`config.mk`:
```
export PLATFORM = sky130hd
export DESIGN_NAME = seq_multiplier_flat
export DESIGN_NICKNAME = d
export VERILOG_FILES = /design/src/rtl/seq_multiplier_if.sv /design/src/rtl/seq_multiplier.sv /design/src/flat_wrapper.sv
export SDC_FILE = /design/constraint.sdc
export NUM_CORES = 1
export LEC_CHECK = 0
export ABC_CLOCK_PERIOD_IN_PS = 3100
export CAP_MARGIN = 10
export CORE_MARGIN = 3
export CORE_UTILIZATION = 45
export DETAILED_ROUTE_END_ITERATION = 12
export PLACE_DENSITY = 0.67
export SKIP_CTS_REPAIR_TIMING = 1
export SYNTH_ARGS = -nofsm -noshare
export SYNTH_HDL_FRONTEND = slang
export SYNTH_SLANG_ARGS = --single-unit
```
`constraint.sdc`:
```
create_clock -name clk -period 3.1 [get_ports clk]
set_input_delay 0.465 -clock clk [delete_from_list [all_inputs] [get_ports clk]]
set_output_delay 0.465 -clock clk [all_outputs]
set_load 0.02 [all_outputs]
```
`src/rtl/seq_multiplier_if.sv`:
```
// Operand/handshake/result bundle for seq_multiplier.
// signed_mode exists only when SEQ_MULT_SIGNED_EN is defined.
interface seq_multiplier_if #(
    parameter int WIDTH = 8
);
    logic [WIDTH-1:0]   data_in;
    logic               load_a;
    logic               load_b;
    logic               start;
`ifdef SEQ_MULT_SIGNED_EN
    logic               signed_mode;
`endif
    logic [WIDTH-1:0]   op_a;
    logic [WIDTH-1:0]   op_b;
    logic               busy;
    logic               done;
    logic [2*WIDTH-1:0] result;

    modport master (
`ifdef SEQ_MULT_SIGNED_EN
        output signed_mode,
`endif
        output data_in, load_a, load_b, start,
        input  op_a, op_b, busy, done, result
    );

    modport slave (
`ifdef SEQ_MULT_SIGNED_EN
        input  signed_mode,
`endif
        input  data_in, load_a, load_b, start,
        output op_a, op_b, busy, done, result
    );
endinterface

```
`src/rtl/seq_multiplier.sv`:
```
// Iterative shift-add multiplier: operand capture, start/done handshake, held result.
// Optional two's-complement mode is built only when SEQ_MULT_SIGNED_EN is defined.
module seq_multiplier #(
    parameter int WIDTH = 8
) (
    input logic            clk,
    input logic            rst_n,
    seq_multiplier_if.slave bus
);
    localparam int CW = (WIDTH > 2) ? $clog2(WIDTH) : 1;

    typedef enum logic [1:0] {IDLE, RUN, DONE} state_t;

    state_t             state_reg;
    logic [WIDTH-1:0]   op_a_reg;
    logic [WIDTH-1:0]   op_b_reg;
    logic [WIDTH-1:0]   mult_reg;
    logic [2*WIDTH-1:0] mcand_reg;
    logic [2*WIDTH-1:0] acc_reg;
    logic [2*WIDTH-1:0] result_reg;
    logic [CW-1:0]      cnt_reg;
    logic               busy_reg;
    logic               done_reg;

    logic [WIDTH-1:0]   a_mag;
    logic [WIDTH-1:0]   b_mag;
    logic [2*WIDTH-1:0] acc_final;

`ifdef SEQ_MULT_SIGNED_EN
    logic neg_reg;
    logic a_neg;
    logic b_neg;

    // Magnitudes are taken before the unsigned iteration; -2^(WIDTH-1) maps to 2^(WIDTH-1).
    always_comb begin
        a_neg     = bus.signed_mode & op_a_reg[WIDTH-1];
        b_neg     = bus.signed_mode & op_b_reg[WIDTH-1];
        a_mag     = a_neg ? -op_a_reg : op_a_reg;
        b_mag     = b_neg ? -op_b_reg : op_b_reg;
        acc_final = neg_reg ? -acc_reg : acc_reg;
    end
`else
    always_comb begin
        a_mag     = op_a_reg;
        b_mag     = op_b_reg;
        acc_final = acc_reg;
    end
`endif

    always_ff @(posedge clk or negedge rst_n) begin
        if (!rst_n) begin
            state_reg  <= IDLE;
            op_a_reg   <= '0;
            op_b_reg   <= '0;
            mult_reg   <= '0;
            mcand_reg  <= '0;
            acc_reg    <= '0;
            result_reg <= '0;
            cnt_reg    <= '0;
            busy_reg   <= 1'b0;
            done_reg   <= 1'b0;
`ifdef SEQ_MULT_SIGNED_EN
            neg_reg    <= 1'b0;
`endif
        end else begin
            done_reg <= 1'b0;
            case (state_reg)
                IDLE: begin
                    if (bus.load_a) op_a_reg <= bus.data_in;
                    if (bus.load_b) op_b_reg <= bus.data_in;
                    // Working copies come from the pre-edge operands, so a same-cycle load affects the next run.
                    if (bus.start) begin
                        mult_reg  <= b_mag;
                        mcand_reg <= {{WIDTH{1'b0}}, a_mag};
                        acc_reg   <= '0;
                        cnt_reg   <= '0;
                        busy_reg  <= 1'b1;
`ifdef SEQ_MULT_SIGNED_EN
                        neg_reg   <= a_neg ^ b_neg;
`endif
                        state_reg <= RUN;
                    end
                end
                RUN: begin
                    if (mult_reg[0]) acc_reg <= acc_reg + mcand_reg;
                    mult_reg  <= mult_reg >> 1;
                    mcand_reg <= mcand_reg << 1;
                    cnt_reg   <= cnt_reg + 1'b1;
                    if (cnt_reg == CW'(WIDTH - 1)) state_reg <= DONE;
                end
                DONE: begin
                    result_reg <= acc_final;
                    done_reg   <= 1'b1;
                    busy_reg   <= 1'b0;
                    state_reg  <= IDLE;
                end
                default: state_reg <= IDLE;
            endcase
        end
    end

    assign bus.op_a   = op_a_reg;
    assign bus.op_b   = op_b_reg;
    assign bus.busy   = busy_reg;
    assign bus.done   = done_reg;
    assign bus.result = result_reg;
endmodule

```
`src/flat_wrapper.sv`:
```
// flat-port wrapper written by rule: the top's interface ports become plain ports
module seq_multiplier_flat 
#(
    parameter int WIDTH = 8
)
  (clk, rst_n, bus_data_in, bus_load_a, bus_load_b, bus_start, bus_op_a, bus_op_b, bus_busy, bus_done, bus_result);
  seq_multiplier_if #(.WIDTH(WIDTH)) bus_i ();
  input logic clk;
  input logic rst_n;
  input wire logic [$bits(bus_i.data_in)-1:0] bus_data_in;
  input wire logic [$bits(bus_i.load_a)-1:0] bus_load_a;
  input wire logic [$bits(bus_i.load_b)-1:0] bus_load_b;
  input wire logic [$bits(bus_i.start)-1:0] bus_start;
  output wire logic [$bits(bus_i.op_a)-1:0] bus_op_a;
  output wire logic [$bits(bus_i.op_b)-1:0] bus_op_b;
  output wire logic [$bits(bus_i.busy)-1:0] bus_busy;
  output wire logic [$bits(bus_i.done)-1:0] bus_done;
  output wire logic [$bits(bus_i.result)-1:0] bus_result;
  assign bus_i.data_in = bus_data_in;
  assign bus_i.load_a = bus_load_a;
  assign bus_i.load_b = bus_load_b;
  assign bus_i.start = bus_start;
  assign bus_op_a = bus_i.op_a;
  assign bus_op_b = bus_i.op_b;
  assign bus_busy = bus_i.busy;
  assign bus_done = bus_i.done;
  assign bus_result = bus_i.result;
  seq_multiplier #(.WIDTH(WIDTH)) u_core (.clk(clk), .rst_n(rst_n), .bus(bus_i));
endmodule
```
Word-level counts from Yosys, hierarchy flattened
Cells that the tools add are included.
Word-level totals
  flip-flop bits (word level): 79
  bits in latches: 0
  memory bits (writable): 0
  memory bits (read-only): 0
  input port bits: 13
  output and inout port bits: 34
  logic and storage cells: 42
  memories kept: 0
Cells by class
  $add $sub $neg: 2
  multiply operators: 0
  divide/modulo/power cells: 0
  magnitude comparators: 0
  equality and inequality tests: 6
  shift-type cells: 0
  mux-type cells: 15
  bitwise logic cells: 0
  reduce and logical (&&, ||, !) cells: 9
Operators by type and width (number)
  16-bit one-hot mux with 2 select lines: 2
  16-bit two-way mux: 3
  16-bit adder: 1
  8-bit one-hot mux with 2 select lines: 1
  2-bit AND reduction: 5
  8-bit two-way mux: 1
  3-bit one-hot mux with 2 select lines: 1
  2-bit two-way mux: 2
  2-bit by 1-bit inequality test with 1-bit output (second input constant): 2
  2-bit one-hot mux with 2 select lines: 1
  2-bit nonzero test: 2
  3-bit by 1-bit adder with 3-bit output (second input constant): 1
  3-bit equality test (second input constant): 1
  3-bit two-way mux: 1
  3-bit AND reduction: 1
  2-bit by 1-bit equality test with 1-bit output (second input constant): 1
  2-bit equality test (second input constant): 1
  2-bit zero test: 1
  1-bit two-way mux: 2
  2-bit inequality test (second input constant): 1
  1-bit one-hot mux with 2 select lines: 1

Logic depth before layout (Yosys ltp)
  depth in word-level cells: 3
  mapped depth: 10
  gate-level depth less buffers: 10

Least setup slack after synthesis
No wires, ideal clock.
  path type: flip-flop to flip-flop
  start: reg u_core.mcand_reg[0]
  end: reg u_core.acc_reg[14] (netlist: u_core.acc_final[14])
  library setup time: 0.133 ns
  data arrival time: 2.025 ns
  required time: 2.967 ns
  path slack: 0.942 ns
  stages on the path, launching flop included: 11
  path buffers: 0
  clock period less this slack: 2.158 ns
  path through: dfrtp_1 -> ha_1 -> inv_1 -> fa_1 -> nor2b_1 -> o31ai_1 -> a21oi_1 -> nand3_1 -> o31ai_1 -> xnor2_1 -> o21ai_0
On the way
  longest elaborated chain between the ends: 3
Ends and longest elaborated chain
  from (decl): line seq_multiplier.sv:18  | logic [2*WIDTH-1:0] mcand_reg;
  from (signal assigned): line seq_multiplier.sv:74  | mcand_reg <= {{WIDTH{1'b0}}, a_mag};
  from (signal assigned): line seq_multiplier.sv:87  | mcand_reg <= mcand_reg << 1;
  16-bit adder: line seq_multiplier.sv:85  | if (mult_reg[0]) acc_reg <= acc_reg + mcand_reg;
  16-bit two-way mux: line seq_multiplier.sv:85
  16-bit one-hot mux with 2 select lines: line seq_multiplier.sv:67  | case (state_reg)
  to (signal assigned): line seq_multiplier.sv:85
  to (decl): line seq_multiplier.sv:19  | logic [2*WIDTH-1:0] acc_reg;
Every way passes these cells. The select of a mux whose other input is x is not followed.
A chain may end at the register's enable or synchronous reset.

Worst setup path in the final report
Same ends and word-level chain as after synthesis.

==> impl_metrics.tcl <==
set metrics [dict create \
    total_power_uw 4669 \
    die_x_um 97.53 \
    intPower_uw 2794 \
    path_clk_slew_ns 0.10 \
    n_antenna_cell 0 \
    drtPass1Iterations 4 \
    min_path_type "input port to asynchronous set/reset pin" \
    io_pins 47 \
    fin_nets 405 \
    cts_tree "built" \
    cts_max_level 3 \
    syn_area_um2 3770 \
    yosys.area.top_type "dfrtp_1" \
    power_switching_uw 1875 \
    syn_nets 358 \
    reg2reg_slack_ns 0.64 \
    avgSynthCellArea_um2 11.53 \
    gr-usage-met3_pct 3.877 \
    ys_seq_area_share_pct 52.44 \
    vias_per_cell 5.412 \
    power_density_nw_per_um2 1033 \
    slew-limit-headroom_pct 33.54 \
    cp-end-kind "register" \
    yosysWarnings 0 \
    power_frac_clock_pct 16.1 \
    grt_util_met2_pct 25.30 \
    outcome "finished, final reports clean" \
    wirelength_um 7412 \
    seqPwrFrac_pct 38.3 \
    pwr-share-comb_pct 45.6 \
    grt_max_degree 80 \
    gr-usage-all-layers_pct 16.87 \
    final-max-slew-violation-count 0 \
    vdd_drop_max_mv 0.5224 \
    gp_congestion 0.8184 \
    synthCells 327 \
    wire_per_inst_um 15.41 \
    drive_gt1_share_pct 16.36 \
    first_iter_violations 150 \
    path_max_fanout 4 \
    synthFlopType "dfrtp_1" \
    yosysUniqueCellTypes 40 \
    hold_viol 0 \
    crit_path_start_kind "register" \
    die_h_um 97.53 \
    first_global_vias 2707 \
    async_flop_share_pct 100.0 \
    clockBufferDepth 2 \
    drv_cap 0 \
    min_period_ns 2.465 \
    synth-edff-count 0 \
    insertion_delay_ns 0.37 \
    start_util_pct 47.55 \
    grt_overflow 0 \
    rsz0062_at_grt "no" \
    ant_nets 0 \
    finalSetupViolCount 0 \
    cts-root-buf "clkbuf_8" \
    dr_total_vias 2603 \
    core_um2 7928 \
    swShare_pct 40.16 \
    path_class "register to register" \
    synth_top_area_share_pct 52.44 \
    ys_ff_latch 79 \
    port_buffers 46 \
    antenna_found_initial 0 \
    rows 32 \
    drcViolationCount 0 \
    die_area_um2 9512 \
    clock_skew_ns 0.01286 \
    grt.busiest_layer "met2" \
    tns_ns 0 \
    worstPathRequired_ns 3.35 \
    grt_pass1_wl_um 13030 \
    dp_hpwl_um 4989 \
    syn2layout_area_growth_pct 19.88 \
    period_share_pct 79.51 \
    worstMarginPinSlew_ns 0.9969 \
    fin_util_pct 57.01 \
    crit_arrival_ns 2.71 \
    ys_top_cells_by_area "dfrtp_1 52%, mux2_2 9.9%, ha_1 5.6%" \
    numCtsBuffers 9 \
    fmax_mhz 405.7 \
    clkSinkCount 79 \
    met1_usage_pct 23.73 \
    leakage_uw 0.002121 \
]
==> cells in the final DEF, fill, tap and decap left out, drive strengths merged, types with 3 or more instances in the layout <==
cell / count
a21o: 6
clkbuf: 9
ha: 17
a22o: 12
inv: 12
nor2b: 5
mux2i: 15
and2: 3
xor2: 5
buf: 5
xnor2: 7
nor2: 5
o21ai: 34
a21oi: 15
mux2: 33
o211ai: 3
clkdlybuf4s50: 45
nand2: 40
dfrtp: 79
==> cell families after synthesis <==
logic type	count (synthesis)	synth area share, %
AOI/OAI and AO/OA	84	14.50
DFF	79	52.44
and+or+nand+nor	65	7.999
muxes	48	13.84
buffers and inverters	21	2.257
adders and majority gates	18	6.173
xor gates and xnor gates	12	2.788
==> Yosys cell counts (2+ instances only) <==
master,number
a221o_1,2
xnor2_1,7
clkbuf_1,9
nor3_1,2
o21ai_0,32
o31ai_1,2
dfrtp_1,79
nand2_1,40
inv_1,7
a22o_1,12
o211ai_1,2
a31oi_1,2
mux2_2,33
xor2_1,5
a21o_1,6
o21bai_1,2
nor2b_1,5
nor2_1,5
o21a_1,2
nand3_1,2
and2_1,2
buf_2,5
nor3b_2,2
a21oi_1,15
nand2b_1,2
mux2i_1,15
ha_1,17
==> metrics by stage <==
stage | hold WS, ns | cells | cell area, um2 | setup slack [ns]
4_1_cts | 0.2913 | 481 | 4519 | 0.6234
6_report | 0.2358 | 481 | 4519 | 0.6352
2_1_floorplan | 0.1694 | 327 | 3770 | 0.9416
3_3_place_gp | 0.4670 | 465 | 4333 | 0.7057
3_5_place_dp | 0.4769 | 465 | 4333 | 0.6403
5_1_grt | 0.3277 | 481 | 4519 | 0.3917
==> power by group through the flow <==
| stage | logic (uW) | registers, uW | clock network (uW) |
|---|---|---|---|
| final | 2130 | 1790 | 753 |
| after global placement | 2100 | 1790 | 0 |
| after CTS | 2150 | 1790 | 773 |
| after floorplan | 1290 | 1910 | 0 |
| after detailed placement | 2140 | 1810 | 0 |
| after global routing | 2370 | 1850 | 819 |
==> cell type report <==
class	count	area [um2]
clock inverters	7	62.56
well taps	102	127.6
multi-input cells	227	1714
inverters	7	26.28
flip-flops and latches	79	1977
clock buffers	9	123.9
repair buffers	50	488.0
fillers	683	3408
==> final timing paths <==
check,from,end,depth (start not counted)
worst max-delay path,u_core.mcand_reg[0]$_DFFE_PN0P_,u_core.acc_final[14]$_DFFE_PN0P_,10
min in group clk,u_core.mult_reg[3]$_DFFE_PN0P_,u_core.mult_reg[3]$_DFFE_PN0P_,2
worst min-delay path,rst_n,u_core.bus.result[3]$_DFFE_PN0P_,1
max in group asynchronous,rst_n,u_core.bus.result[1]$_DFFE_PN0P_,1
worst min register to register,u_core.mult_reg[3]$_DFFE_PN0P_,u_core.mult_reg[3]$_DFFE_PN0P_,2
worst max register to register,u_core.mcand_reg[0]$_DFFE_PN0P_,u_core.acc_final[14]$_DFFE_PN0P_,10
==> layer usage <==
metal  share of wire, %  vias up
li1                   -     1268
met1                 50     1246
met2                 44       73
met3                4.6       16
met4                1.9        0
met5                  0        -
==> worst max-delay path, stage by stage (launching register included) <==
cell	delay [ns]
dfrtp_1	0.41
ha_1	0.23
inv_1	0.07
fa_1	0.40
nor2b_1	0.17
o31ai_1	0.12
a21oi_1	0.31
nand3_1	0.15
o31ai_1	0.26
xnor2_1	0.15
o21ai_0	0.08
No activity file was read; power rests on OpenSTA's default activity.
